===== src/rtl/muldiv_pkg.sv =====
// Shared types and constants for the two-requester mul/div arbiter.
package muldiv_pkg;

  localparam int unsigned XLEN   = 32;
  localparam int unsigned NumReq = 2;

  typedef enum logic [2:0] {
    OpMul    = 3'd0,
    OpMulh   = 3'd1,
    OpMulhsu = 3'd2,
    OpMulhu  = 3'd3,
    OpDiv    = 3'd4,
    OpDivu   = 3'd5,
    OpRem    = 3'd6,
    OpRemu   = 3'd7
  } md_op_e;

  typedef enum logic [1:0] {
    StIdle,
    StIssue,
    StWait,
    StResp
  } arb_state_e;

endpackage


===== src/rtl/muldiv_rr_pick.sv =====
// Two-way round-robin picker: ptr_i is the last granted requester, so the other one wins a tie.
module muldiv_rr_pick (
  input  logic [1:0] valid_i,
  input  logic       ptr_i,
  output logic [1:0] grant_o
);

  always_comb begin
    grant_o = 2'b00;
    case (valid_i)
      2'b01:   grant_o = 2'b01;
      2'b10:   grant_o = 2'b10;
      2'b11:   grant_o = ptr_i ? 2'b01 : 2'b10;
      default: grant_o = 2'b00;
    endcase
  end

endmodule


===== src/rtl/muldiv_arbiter.sv =====
// Arbitrates two requesters onto one shared mul/div unit.
// Optional result reuse cache enabled by defining MULDIV_ARB_REUSE_EN.
module muldiv_arbiter
  import muldiv_pkg::*;
(
  input  logic                   clk_i,
  input  logic                   rst_ni,
  input  logic [NumReq-1:0]      req_valid_i,
  input  logic [NumReq*3-1:0]    req_op_i,
  input  logic [NumReq*XLEN-1:0] req_a_i,
  input  logic [NumReq*XLEN-1:0] req_b_i,
  output logic [NumReq-1:0]      req_ready_o,
  output logic [NumReq-1:0]      rsp_valid_o,
  input  logic [NumReq-1:0]      rsp_ready_i,
  output logic [XLEN-1:0]        rsp_data_o,
  output logic                   mdu_start_o,
  output logic                   mdu_div_o,
  output logic [2:0]             mdu_op_o,
  output logic [XLEN-1:0]        mdu_a_o,
  output logic [XLEN-1:0]        mdu_b_o,
  output logic                   mdu_stall_o,
  input  logic                   mdu_done_i,
  input  logic [XLEN-1:0]        mdu_result_i,
  output logic [NumReq*XLEN-1:0] grant_cnt_o
);

  arb_state_e      state_q, state_d;
  logic            ptr_q, ptr_d;
  logic            id_q, id_d;
  logic [2:0]      op_q, op_d;
  logic [XLEN-1:0] a_q, a_d, b_q, b_d, res_q, res_d;
  logic [XLEN-1:0] cnt0_q, cnt0_d, cnt1_q, cnt1_d;

  logic [1:0]      pick;
  logic [1:0]      gnt_vec;
  logic            gnt_any;
  logic            gnt_id;
  logic [2:0]      sel_op;
  logic [XLEN-1:0] sel_a, sel_b;
  logic            hit;
  logic [XLEN-1:0] hit_res;

  muldiv_rr_pick u_pick (
    .valid_i (req_valid_i),
    .ptr_i   (ptr_q),
    .grant_o (pick)
  );

  // Grants only happen in IDLE and never while reset is asserted.
  assign gnt_any = (state_q == StIdle) && rst_ni && (|req_valid_i);
  assign gnt_vec = gnt_any ? pick : 2'b00;
  assign gnt_id  = gnt_vec[1];
  assign sel_op  = gnt_id ? req_op_i[5:3] : req_op_i[2:0];
  assign sel_a   = gnt_id ? req_a_i[2*XLEN-1:XLEN] : req_a_i[XLEN-1:0];
  assign sel_b   = gnt_id ? req_b_i[2*XLEN-1:XLEN] : req_b_i[XLEN-1:0];

`ifdef MULDIV_ARB_REUSE_EN
  logic            c_vld_q;
  logic [2:0]      c_op_q;
  logic [XLEN-1:0] c_a_q, c_b_q, c_res_q;

  assign hit     = c_vld_q && (c_op_q == sel_op) && (c_a_q == sel_a) && (c_b_q == sel_b);
  assign hit_res = c_res_q;

  always_ff @(posedge clk_i or negedge rst_ni) begin
    if (!rst_ni) begin
      c_vld_q <= 1'b0;
      c_op_q  <= '0;
      c_a_q   <= '0;
      c_b_q   <= '0;
      c_res_q <= '0;
    end else if (state_q == StWait && mdu_done_i) begin
      c_vld_q <= 1'b1;
      c_op_q  <= op_q;
      c_a_q   <= a_q;
      c_b_q   <= b_q;
      c_res_q <= mdu_result_i;
    end
  end
`else
  assign hit     = 1'b0;
  assign hit_res = '0;
`endif

  always_ff @(posedge clk_i or negedge rst_ni) begin
    if (!rst_ni) begin
      state_q <= StIdle;
      ptr_q   <= 1'b0;
      id_q    <= 1'b0;
      op_q    <= '0;
      a_q     <= '0;
      b_q     <= '0;
      res_q   <= '0;
      cnt0_q  <= '0;
      cnt1_q  <= '0;
    end else begin
      state_q <= state_d;
      ptr_q   <= ptr_d;
      id_q    <= id_d;
      op_q    <= op_d;
      a_q     <= a_d;
      b_q     <= b_d;
      res_q   <= res_d;
      cnt0_q  <= cnt0_d;
      cnt1_q  <= cnt1_d;
    end
  end

  always_comb begin
    state_d = state_q;
    unique case (state_q)
      StIdle:  if (gnt_any) state_d = hit ? StResp : StIssue;
      StIssue: state_d = StWait;
      StWait:  if (mdu_done_i) state_d = StResp;
      StResp:  if (rsp_ready_i[id_q]) state_d = StIdle;
      default: state_d = StIdle;
    endcase
  end

  always_comb begin
    ptr_d  = ptr_q;
    id_d   = id_q;
    op_d   = op_q;
    a_d    = a_q;
    b_d    = b_q;
    res_d  = res_q;
    cnt0_d = cnt0_q + {{(XLEN-1){1'b0}}, gnt_vec[0]};
    cnt1_d = cnt1_q + {{(XLEN-1){1'b0}}, gnt_vec[1]};
    if (gnt_any) begin
      ptr_d = gnt_id;
      id_d  = gnt_id;
      op_d  = sel_op;
      a_d   = sel_a;
      b_d   = sel_b;
      if (hit) res_d = hit_res;
    end
    if (state_q == StWait && mdu_done_i) res_d = mdu_result_i;
  end

  always_comb begin
    rsp_valid_o = '0;
    if (state_q == StResp) rsp_valid_o[id_q] = 1'b1;
    mdu_start_o = (state_q == StIssue);
    mdu_stall_o = (state_q == StWait) || (state_q == StResp);
  end

  assign req_ready_o = gnt_vec;
  assign rsp_data_o  = res_q;
  assign mdu_div_o   = op_q[2];
  assign mdu_op_o    = op_q;
  assign mdu_a_o     = a_q;
  assign mdu_b_o     = b_q;
  assign grant_cnt_o = {cnt1_q, cnt0_q};

endmodule


===== config.mk =====
export PLATFORM = sky130hd
export DESIGN_NAME = muldiv_arbiter
export DESIGN_NICKNAME = d
export VERILOG_FILES = /design/src/rtl/muldiv_pkg.sv /design/src/rtl/muldiv_rr_pick.sv /design/src/rtl/muldiv_arbiter.sv
export SDC_FILE = /design/constraint.sdc
export NUM_CORES = 1
export LEC_CHECK = 0
export CAP_MARGIN = 20
export CORE_AREA = 2 2 133 135
export CTS_BUF_LIST = sky130_fd_sc_hd__clkbuf_16
export DETAILED_ROUTE_END_ITERATION = 10
export DIE_AREA = 0 0 135 137
export DONT_BUFFER_PORTS = 1
export PLACE_DENSITY = 0.65
export SYNTH_ARGS = -nofsm -noshare
export SYNTH_HDL_FRONTEND = slang
export SYNTH_HIERARCHICAL = 1
export SYNTH_SLANG_ARGS = --single-unit

===== constraint.sdc =====
create_clock -name clk_i -period 3.35 [get_ports clk_i]
set_input_delay 0.5025 -clock clk_i [delete_from_list [all_inputs] [get_ports clk_i]]
set_output_delay 0.5025 -clock clk_i [all_outputs]
set_load 0.005 [all_outputs]

Word level (Yosys, flattened, before mapping) --
Cells that the tools add are included.
Word-level totals: output and inout bits 170, memories kept 0, bits in read-only memories 0, register bits after elaboration 166, bits in latches 0, memory bits (writable) 0, bits of input ports 173, word-level logic and storage cells 44
Operators by class: equality and inequality tests 9, bitwise operators 0, divide/modulo/power cells 0, $mul 0, reductions and logical operators 8, shift-type cells 0, magnitude comparators 2, add/subtract/negate cells 2, mux-type cells 15
Operators with widths (count):
- $add 32x1->32 | 2
- $mux 32 | 2
- $mux 2 | 6
- $eq 2x2->1 const B | 4
- $pmux 2 s4 | 1
- $ne 2x2->1 const B | 3
- $pmux 2 s3 | 1
- $eq 2x1->1 const B | 2
- $logic_and 1x1->1 | 4
- $mux 1 | 3
- $mux 3 | 1
- $reduce_and 3->1 | 1
- $logic_not 2->1 | 1
- $lt 1x2->1 const B | 1
- $reduce_or 2->1 | 1
- $demux 1 s1 | 1
- $ge 1x1->1 const B | 1
- $logic_or 1x1->1 | 1

Longest topological paths before layout --
Gate-level depths: netlist of run 1.
depth after elaboration 5, depth in mapped cells 12, mapped depth without buffers 9

Modules after synthesis --
The synthesis of run 1 kept the hierarchy.
By module, submodules not included:
- muldiv_arbiter | cells an instance 645, area each 7465.9 µm², instances 1, seq. area each 4154.0 µm²
- muldiv_rr_pick | cells an instance 3, area each 18.8 µm², instances 1, seq. area each 0.0 µm²

Worst setup path before layout of run 1 --
No wires, ideal clock.
kind input to register, start point input req_valid_i[1], end point register cnt1_q[20], slack 0.764 ns, library setup time 0.079 ns, data arrival time 2.507 ns, required time 3.271 ns, stages on the path 11, buffers on the path 3, cells stage by stage a21boi_0 clkbuf_1 buf_2 inv_1 nor2_1 ha_1 ha_1 nand4_1 buf_2 nor4_2 xor2_1
On the way: cells in the longest elaborated chain, start to end 4, elaborated cells between the ends (all ways) 8, those cells by class add/sub (1); eq/ne (3); mux (2); reduce/logical (2)
Ends and longest elaborated chain:
- from (decl) | line muldiv_arbiter.sv:8 | input logic [NumReq-1:0] req_valid_i,
- $eq 2x2->1, or another cell as far along | line muldiv_rr_pick.sv:10 | case (valid_i)
- $pmux 2 s3 or $logic_and 1x1->1 (tied branches) | line muldiv_rr_pick.sv:10, muldiv_arbiter.sv:50
- $mux 2 * | line muldiv_arbiter.sv:51 | assign gnt_vec = gnt_any ? pick : 2'b00;
- via req_ready_o[1] | line muldiv_arbiter.sv:12 | output logic [NumReq-1:0] req_ready_o,
- $add 32x1->32 * | line muldiv_arbiter.sv:128 | cnt1_d = cnt1_q + {{(XLEN-1){1'b0}}, gnt_vec[1]};
- via cnt1_d[20] | line muldiv_arbiter.sv:32 | logic [XLEN-1:0] cnt0_q, cnt0_d, cnt1_q, cnt1_d;
- to (signal assigned) | line muldiv_arbiter.sv:105 | cnt1_q <= cnt1_d;
- to (decl) | line muldiv_arbiter.sv:32
Mark *: on every way through the listed nets, which the timed path passes. The rest lies on a longest branch. A chain may end at the register's enable or synchronous reset.

Worst setup path in the final report of run 1 --
start point register state_q[1], end point register cnt0_q[31]
On the way: cells in the longest elaborated chain, start to end 5
Ends and longest elaborated chain:
- from (decl) | line muldiv_arbiter.sv:27 | arb_state_e state_q, state_d;
- from (signal assigned) | line muldiv_arbiter.sv:87 | state_q <= StIdle;
- from (signal assigned) | line muldiv_arbiter.sv:97 | state_q <= state_d;
- $logic_not 2->1 | line muldiv_arbiter.sv:50 | assign gnt_any = (state_q == StIdle) && rst_ni && (|req_valid_i);
- $logic_and 1x1->1 (2 in a row) | line muldiv_arbiter.sv:50
- $mux 2 | line muldiv_arbiter.sv:51
- via req_ready_o[0] | line muldiv_arbiter.sv:12
- $add 32x1->32 | line muldiv_arbiter.sv:127 | cnt0_d = cnt0_q + {{(XLEN-1){1'b0}}, gnt_vec[0]};
- via cnt0_d[31] | line muldiv_arbiter.sv:32
- to (signal assigned) | line muldiv_arbiter.sv:104 | cnt0_q <= cnt0_d;
- to (decl) | line muldiv_arbiter.sv:32
The timed path passes the listed nets, and every way through them passes these cells.

==> results of run 1 <==
==> sequential cells by signal (all words and copies together) (netlist names) <==
name	cells
mdu_op_o	3
state_q	2
rsp_data_o	32
cnt0_q	32
mdu_b_o	32
cnt1_q	32
mdu_a_o	32
id_q	1
==> worst min path at each step <==
stage	endpoint	slack (ns)	depth (start not counted)
6_report	mdu_b_o[17]	-0.22	0
5_1_grt	mdu_b_o[21]	-0.25	0
4_1_cts	mdu_b_o[17]	-0.24	0
3_5_place_dp	mdu_b_o[17]	0.21	0
3_3_place_gp	mdu_b_o[17]	0.21	0
2_1_floorplan	cnt0_q[0]	0.21	0
==> power by group through the flow <==
stage / Sequential, uW / Combinational (uW) / Clock [uW]
after CTS: 3210 / 1080 / 2140
after global routing: 3290 / 1230 / 2240
after global placement: 3230 / 1010 / 0
final: 3190 / 1070 / 2090
after detailed placement: 3230 / 1090 / 0
after floorplan: 3040 / 904 / 0
==> cells by family (layout without fill, tap and decap cells) <==
family	count (synthesis)	count (layout)	share of synthesized area, %
adder cells (fa/ha/maj)	11	11	1.84
AND/OR/NAND/NOR	192	192	13.9
AO/OA/AOI/OAI	75	75	5.28
multiplexers	100	100	13.9
buffers and inverters	44	50	2.51
flip-flops	166	166	55.5
XOR/XNOR	60	60	7.02
==> layout make-up <==
class | instances | area share, %
Clock buffer | 17 | 5.11
Clock inverter | 15 | 2.54
Inverter | 13 | 0.586
Multi-Input combinational cell | 438 | 37.9
Sequential cell | 166 | 49.8
Tap cell | 225 | 3.38
Timing Repair Buffer | 5 | 0.691
==> worst max-delay path, delay by kind of cell (launching register included) <==
family | cells | cell delay [ns]
and+or+nand+nor | 4 | 1.25
adders and majority gates | 2 | 0.43
DFF | 1 | 0.41
xor gates and xnor gates | 1 | 0.17
buffers and inverters | 1 | 0.13
AOI/OAI and AO/OA | 1 | 0.13
==> through the flow <==
stage	util, %	total power (uW)	area, sq um
CTS	48.7	6430	8310
floorplan	-	3940	7480
global placement	45.0	4230	7670
finish	48.9	6350	8330
global route	48.9	6750	8330
detailed placement	45.0	4320	7670
==> placed cells by master, fill, tap and decap left out, types with 4 or more instances in the layout <==
cell       Yosys  final
nor2_1        12     12
mux2_2        33     33
nand2_1       89     89
ha_1          11     11
dfrtp_1      166    166
bufinv_16      0      5
mux2i_1       67     67
xnor2_1       35     35
clkbuf_16      0     17
o21ai_0       68     68
inv_1         13     16
nand3_1       19     19
xor2_1        25     25
nor4_2        11     11
and3_1         8      8
nand4_1       21     21
nor3_1        12     12
and4_1         5      5
buf_4          1      4
==> metal layers <==
metal	track usage (%)	part of all wire (%)	vias to the layer above
met5	0	0	-
met3	7.89	9.4	22
met2	31.3	51	229
met1	20.8	38	2290
li1	-	-	2241
met4	5.44	1.7	0
==> impl_table.tex, run 1 <==
\begin{tabular}{lr}
\hline
Metric & Value \\
\hline
\multicolumn{2}{l}{\textbf{Run status}} \\
\quad Status & complete, but fails checks \\
\quad Violated checks & negative hold slack \\
\multicolumn{2}{l}{\textbf{Power}} \\
\quad Combinational cell fraction of total power & 16.8\% \\
\quad Clock power frac & 32.9\% \\
\quad Internal power & 4480 uW \\
\quad Switching Power & 1870 uW \\
\quad Worst IR Drop VDD & 436 uV \\
\quad Switching share of power & 29.4\% \\
\quad Reported leakage power & 0.00387 uW \\
\quad Sequential share of power & 50.3\% \\
\quad PD cells & 762 mW/mm\^{}2 \\
\multicolumn{2}{l}{\textbf{Route}} \\
\quad Via count of the routed design & 4782 \\
\quad DRT antenna net count & 0 \\
\quad Detailed-routing iteration count for the pre-antenna-repair pass & 4 \\
\quad Via-per-instance ratio & 5.44 \\
\quad Routed wire length per instance & 19.7 um \\
\quad DRC violations left & 0 \\
\quad Final wirelength & 17300 um \\
\quad 1st-iter DRT viols & 218 \\
\multicolumn{2}{l}{\textbf{Die}} \\
\quad I/O pin total & 343 \\
\quad Area of the core & 0.0171 sq mm \\
\quad Die boundary height & 137 um \\
\quad Die area & 0.0185 sq mm \\
\quad Initial Util & 43.9\% \\
\quad Die outline width & 135 um \\
\quad Number of standard-cell rows in the floorplan & 48 \\
\multicolumn{2}{l}{\textbf{Synthesis}} \\
\quad Ys Warns & 6 \\
\quad Number of nets produced by synthesis & 832 \\
\quad Area share of the leading cell type in the synthesized netlist & 55.5\% \\
\quad Cell with the most instances after synthesis & dfrtp\_1 \\
\quad Post-Syn Area per Cell & 11.6 sq um \\
\quad Top cell type by total area after synthesis & dfrtp\_1 \\
\quad Number of unique standard cell types used by synthesis & 39 \\
\quad Post-synthesis instance area & 0.00748 sq mm \\
\quad Number of enable-type register cells in the synthesized netlist & 0 \\
\quad Number of register bits inferred by synthesis & 166 \\
\quad Top cell types by occurrence after synthesis & dfrtp\_1, nand2\_1, o21ai\_0 \\
\quad Most used flip-flop cell after synthesis & dfrtp\_1 \\
\quad Async set or reset register ratio after synthesis & 100\% \\
\quad Sequential fraction of the synthesis area & 55.5\% \\
\quad Cells after synthesis & 648 \\
\quad Largest cells by area after synthesis & dfrtp\_1, mux2i\_1, mux2\_2 \\
\multicolumn{2}{l}{\textbf{Hold path}} \\
\quad Hold WC Path Type & in -> async \\
\multicolumn{2}{l}{\textbf{STA}} \\
\quad Share of the cycle needed by the critical path after routing & 78.8\% \\
\quad Post-Route Skew & 0.00942 ns \\
\quad Final hold viol count & 166 \\
\quad Fin. max-slew vios & 0 \\
\quad Hold Slack & -0.219 ns \\
\quad TNS Setup & 0 ns \\
\quad Minimum clock period after layout & 2.64 ns \\
\quad Max\_slew headroom & 25.3\% \\
\quad Least-Margin Pin Slew & 1.12 ns \\
\quad Final worst slack & 0.712 ns \\
\quad FMAX & 0.379 GHz \\
\quad Final setup violating endpoints & 0 \\
\quad RSZ-0062 raised after global routing & false \\
\multicolumn{2}{l}{\textbf{Layout}} \\
\quad Register area & 0.00415 sq mm \\
\quad Layout area overhead & 11.3\% \\
\quad Fillers & 1520 \\
\quad Area of combinational cells with multiple inputs & 0.00315 sq mm \\
\quad Number of antenna diodes & 0 \\
\quad Ratio of cells with drive above 1 in the final layout & 12.8\% \\
\quad Layout Nets & 825 \\
\quad Number of cells in the finished layout apart from fillers & 879 \\
\multicolumn{2}{l}{\textbf{Worst setup path}} \\
\quad Most repeated library cell on the critical path & ha\_1 \\
\quad Crit. Startpoint & state\_q[1] \\
\quad Worst setup path category & reg -> reg \\
\quad Arrival time of the worst setup path & 2.94 ns \\
\quad Endpoint class of the critical path & flip-flop \\
\quad Critical Path RT & 3.65 ns \\
\quad Cell breakdown of the critical path & inv\_1, ha\_1, o211ai\_1, nor2\_1, ha\_1, nand3\_1, nor4\_2, nand4\_1, xnor2\_1 \\
\quad Worst Reg2Reg Path Length in Cells & 9 \\
\quad Longest individual stage delay on the worst path & 0.50 ns \\
\quad Startpoint of the lowest-slack register-to-register path & state\_q[1] \\
\quad Setup crit start kind & flip-flop \\
\quad CP max FO & 5 \\
\quad Crit path capture & cnt0\_q[31] \\
\quad Capture point of the worst reg-to-reg path & cnt0\_q[31] \\
\quad Cell with the largest stage delay on the worst path & nor4\_2 \\
\quad Minimum setup slack among reg-to-reg paths & 0.71 ns \\
\multicolumn{2}{l}{\textbf{Global routing}} \\
\quad Largest net degree at the start of global routing & 169 \\
\quad Number of global-route vias before repair & 4655 \\
\quad Global router's overall resource usage & 18.3\% \\
\quad Initial antenna violation count & 0 \\
\quad Global-route wire length before repair & 25800 um \\
\quad Total gr overflow & 0 \\
\multicolumn{2}{l}{\textbf{Run}} \\
\quad Max capacitance violation total & 0 \\
\multicolumn{2}{l}{\textbf{Clock network}} \\
\quad Clock tree root buffer cell & clkbuf\_16 \\
\quad Clock Sink Count & 166 \\
\quad Worst-path clk slew & 0.07 ns \\
\quad Maximum clock path buffer count & 2 \\
\quad Htree depth & 4 \\
\quad Resize count post-CTS & 0 \\
\quad TritonCTS Buffers & 17 \\
\quad Clock tree from TritonCTS & built \\
\quad Later-pin clock latency in the skew report & 0.42 ns \\
\quad Setup Fix Bufs, Post-CTS & 0 \\
\multicolumn{2}{l}{\textbf{Placed design}} \\
\quad IO Port Bufs & 0 \\
\quad Cell count after placement & 846 \\
\quad Worst Setup Slack post-DPL & 0.651 ns \\
\quad Placed wire-length estimate & 12900 um \\
\quad Final RePlAce weighted congestion & 0.836 \\
\hline
\end{tabular}
(Power assumes the default switching activity.)
==> inputs of run 2 (changes only) <==
--- a/config.mk
+++ b/config.mk
@@ -11,7 +11,7 @@
 export DETAILED_ROUTE_END_ITERATION = 10
 export DIE_AREA = 0 0 135 137
 export DONT_BUFFER_PORTS = 1
-export PLACE_DENSITY = 0.65
+export PLACE_DENSITY = 0.67
 export SYNTH_ARGS = -nofsm -noshare
 export SYNTH_HDL_FRONTEND = slang
 export SYNTH_HIERARCHICAL = 1
==> constraint.sdc (replaced) <==
create_clock -name clk_i -period 2.4 [get_ports clk_i]
set_input_delay 0.36 -clock clk_i [delete_from_list [all_inputs] [get_ports clk_i]]
set_output_delay 0.36 -clock clk_i [all_outputs]
set_load 0.005 [all_outputs]
==> run 2 against run 1 <==
Effect of this change: the run still ends with negative hold slack left; first-iteration DRC count shrank 20%; die area is the same; fmax grew 16%; global-route usage grew 0.44 points; register-to-register slack lost 0.58 ns; worst setup slack lost 0.58 ns; design area grew 0.96%; sequential share of layout area shrank 0.47 points; non-clock buffer count grew 15; flip-flop and latch count is the same; combinational power grew 46%; routed wire length grew 3.1%; critical endpoint is now cnt0_q[24].
==> impl_table.tex, run 2 (same netlist as run 1, synthesis figures left out) <==
\begin{tabular}{lr}
\hline
Metric & Value \\
\hline
\multicolumn{2}{l}{\textbf{Layout}} \\
\quad Most common library cell in the layout ignoring fill and taps & dfrtp\_1 \\
\quad Register area & 0.00415 sq mm \\
\quad Layout Nets & 840 \\
\quad Area of combinational cells with multiple inputs & 0.00321 sq mm \\
\quad Fillers & 1543 \\
\quad Final standard cell area without fillers & 0.00841 sq mm \\
\quad Layout area overhead & 12.4\% \\
\quad Most used cells in the layout excluding fill and tap cells & dfrtp\_1, nand2\_1, o21ai\_0 \\
\quad Number of antenna diodes & 0 \\
\quad Ratio of cells with drive above 1 in the final layout & 16.6\% \\
\multicolumn{2}{l}{\textbf{Route}} \\
\quad Final wirelength & 17900 um \\
\quad DRC violations left & 0 \\
\quad Met2 layer wire length in the routed design & 9530 um \\
\quad Highest metal layer with signal wires & met4 \\
\quad Routed wire length per instance & 20.0 um \\
\quad Via-per-instance ratio & 5.49 \\
\quad Met3 WL & 1520 um \\
\quad Wl on met1 & 6650 um \\
\quad Detailed-routing iteration count for the pre-antenna-repair pass & 4 \\
\quad Via count of the routed design & 4912 \\
\quad 1st-iter DRT viols & 174 \\
\quad DRT antenna net count & 0 \\
\multicolumn{2}{l}{\textbf{Worst setup path}} \\
\quad Minimum setup slack among reg-to-reg paths & 0.13 ns \\
\quad Worst Reg2Reg Path Length in Cells & 9 \\
\quad Critical Path RT & 2.70 ns \\
\quad Worst setup path category & reg -> reg \\
\quad Setup crit start kind & flip-flop \\
\quad Startpoint of the lowest-slack register-to-register path & state\_q[1] \\
\quad CP max FO & 7 \\
\quad Endpoint class of the critical path & flip-flop \\
\quad Arrival time of the worst setup path & 2.57 ns \\
\quad Capture point of the worst reg-to-reg path & cnt0\_q[24] \\
\multicolumn{2}{l}{\textbf{Power}} \\
\quad Switching share of power & 31.9\% \\
\quad Internal power & 5900 uW \\
\quad PD cells & 1030 mW/mm\^{}2 \\
\quad Worst IR Drop VDD & 453 uV \\
\quad Clock power frac & 29.6\% \\
\quad Combinational cell fraction of total power & 18.1\% \\
\quad Switching Power & 2760 uW \\
\quad Reported leakage power & 0.00390 uW \\
\quad Sequential share of power & 52.3\% \\
\multicolumn{2}{l}{\textbf{Placed design}} \\
\quad Placed wire-length estimate & 13200 um \\
\quad Placed inst area & 0.00776 sq mm \\
\quad Final RePlAce weighted congestion & 0.847 \\
\quad Worst Setup Slack post-DPL & -0.0483 ns \\
\quad IO Port Bufs & 0 \\
\multicolumn{2}{l}{\textbf{STA}} \\
\quad Post-Route Skew & 0.00987 ns \\
\quad Minimum clock period after layout & 2.27 ns \\
\quad FMAX & 0.440 GHz \\
\quad Hold Slack & -0.364 ns \\
\quad Least-Margin Pin Slew & 0.503 ns \\
\quad Share of the cycle needed by the critical path after routing & 94.6\% \\
\quad Final setup violating endpoints & 0 \\
\quad Final worst slack & 0.129 ns \\
\quad Max\_slew headroom & 66.4\% \\
\quad Fin. max-slew vios & 0 \\
\quad TNS Setup & 0 ns \\
\quad Final hold viol count & 166 \\
\multicolumn{2}{l}{\textbf{Global routing}} \\
\quad Largest net degree at the start of global routing & 169 \\
\quad Global router's overall resource usage & 18.7\% \\
\quad Initial antenna violation count & 0 \\
\quad Number of global-route vias before repair & 5000 \\
\quad Total gr overflow & 0 \\
\quad Global-route wire length before repair & 26700 um \\
\multicolumn{2}{l}{\textbf{Clock network}} \\
\quad Worst-path clk slew & 0.07 ns \\
\quad Clock Sink Count & 166 \\
\quad Htree depth & 4 \\
\quad Clock tree from TritonCTS & built \\
\quad Maximum clock path buffer count & 2 \\
\quad Later-pin clock latency in the skew report & 0.41 ns \\
\quad TritonCTS Buffers & 17 \\
\quad Clock tree root buffer cell & clkbuf\_16 \\
\multicolumn{2}{l}{\textbf{Run status}} \\
\quad Violated checks & negative hold slack \\
\quad Status & complete, but fails checks \\
\multicolumn{2}{l}{\textbf{Die}} \\
\quad I/O pin total & 343 \\
\quad Initial Util & 43.9\% \\
\quad Area of the core & 0.0171 sq mm \\
\quad Die outline width & 135 um \\
\quad Number of standard-cell rows in the floorplan & 48 \\
\quad Die boundary height & 137 um \\
\quad Die area & 0.0185 sq mm \\
\multicolumn{2}{l}{\textbf{Run}} \\
\quad Max capacitance violation total & 0 \\
\multicolumn{2}{l}{\textbf{Hold path}} \\
\quad Hold WC Path Type & in -> async \\
\hline
\end{tabular}
run 2: cell types whose count changed in the layout (fill, tap and decap cells not counted), moves of 3 or more:
cell       change
buf_4         +13
bufinv_16      -4
clkinv_2       +3
ha_1           -4
ha_2           +3
inv_1          -5
run 2: layout make-up:
| class | instances | share of cell area [%] |
|---|---|---|
| clock buffers | 17 | 5.06 |
| inverters | 13 | 0.580 |
| flip-flops and latches | 166 | 49.4 |
| clock inverters | 15 | 1.52 |
| multi-input cells | 438 | 38.1 |
| well taps | 225 | 3.35 |
| repair buffers | 20 | 2.02 |
run 2: routing by layer:
| metal | GRT usage, % | vias to the layer above |
|---|---|---|
| met5 | 0 | - |
| met4 | 4.51 | 0 |
| met3 | 7.70 | 11 |
| met2 | 33.1 | 203 |
| met1 | 21.1 | 2431 |
| li1 | - | 2267 |
run 2: worst max path at each step:
stage	start	end	slack, ns	depth (start not counted)
after floorplan	state_q[0]	cnt1_q[20]	0.004	12
after global placement	state_q[1]	mdu_a_o[23]	0.08	6
after detailed placement	state_q[1]	mdu_a_o[21]	-0.05	6
after CTS	state_q[1]	cnt0_q[24]	0.02	9
after global routing	state_q[1]	cnt0_q[24]	-0.003	9
final	state_q[1]	cnt0_q[24]	0.13	9
run 2: critical path, cell delays in order, from the launching register on:
cell      delay, ns
dfrtp_1        0.41
inv_2          0.09
ha_2           0.19
o211ai_1       0.19
nor2_2         0.23
ha_2           0.23
ha_4           0.15
and4_1         0.34
nand4_1        0.16
xnor2_1        0.17
run 2: repair_timing:
item / in CTS / in global routing
gates cloned: 0 / 0
endpoints found under the hold margin: 166 / 166
pin swaps: 0 / 7
buffers inserted: 1 / 6
resized for setup: 1 / 11
endpoints found under the setup margin: 13 / 58
run 2: per-stage QoR:
step / utilization [%] / power [uW] / instances
final: 49.3 / 8650 / 894
after global routing: 49.3 / 9170 / 894
after CTS: 48.8 / 8710 / 888
after detailed placement: 45.5 / 6110 / 855
after global placement: 45.5 / 5970 / 855
after floorplan: - / 5510 / 648
run 2: power groups by stage:
stage	registers [uW]	clock network [uW]	logic, uW
6_report	4530	2560	1560
3_3_place_gp	4560	0	1420
3_5_place_dp	4560	0	1550
4_1_cts	4540	2640	1530
2_1_floorplan	4240	0	1270
5_1_grt	4640	2750	1780
==> inputs of run 3 (changes only) <==
--- a/config.mk
+++ b/config.mk
@@ -8,6 +8,7 @@
 export CAP_MARGIN = 20
 export CORE_AREA = 2 2 133 135
 export CTS_BUF_LIST = sky130_fd_sc_hd__clkbuf_16
+export CTS_CLUSTER_DIAMETER = 100
 export DETAILED_ROUTE_END_ITERATION = 10
 export DIE_AREA = 0 0 135 137
 export DONT_BUFFER_PORTS = 1
==> results of run 3 <==
Same layout as run 2: the final DEF is identical, and so are final timing and power.
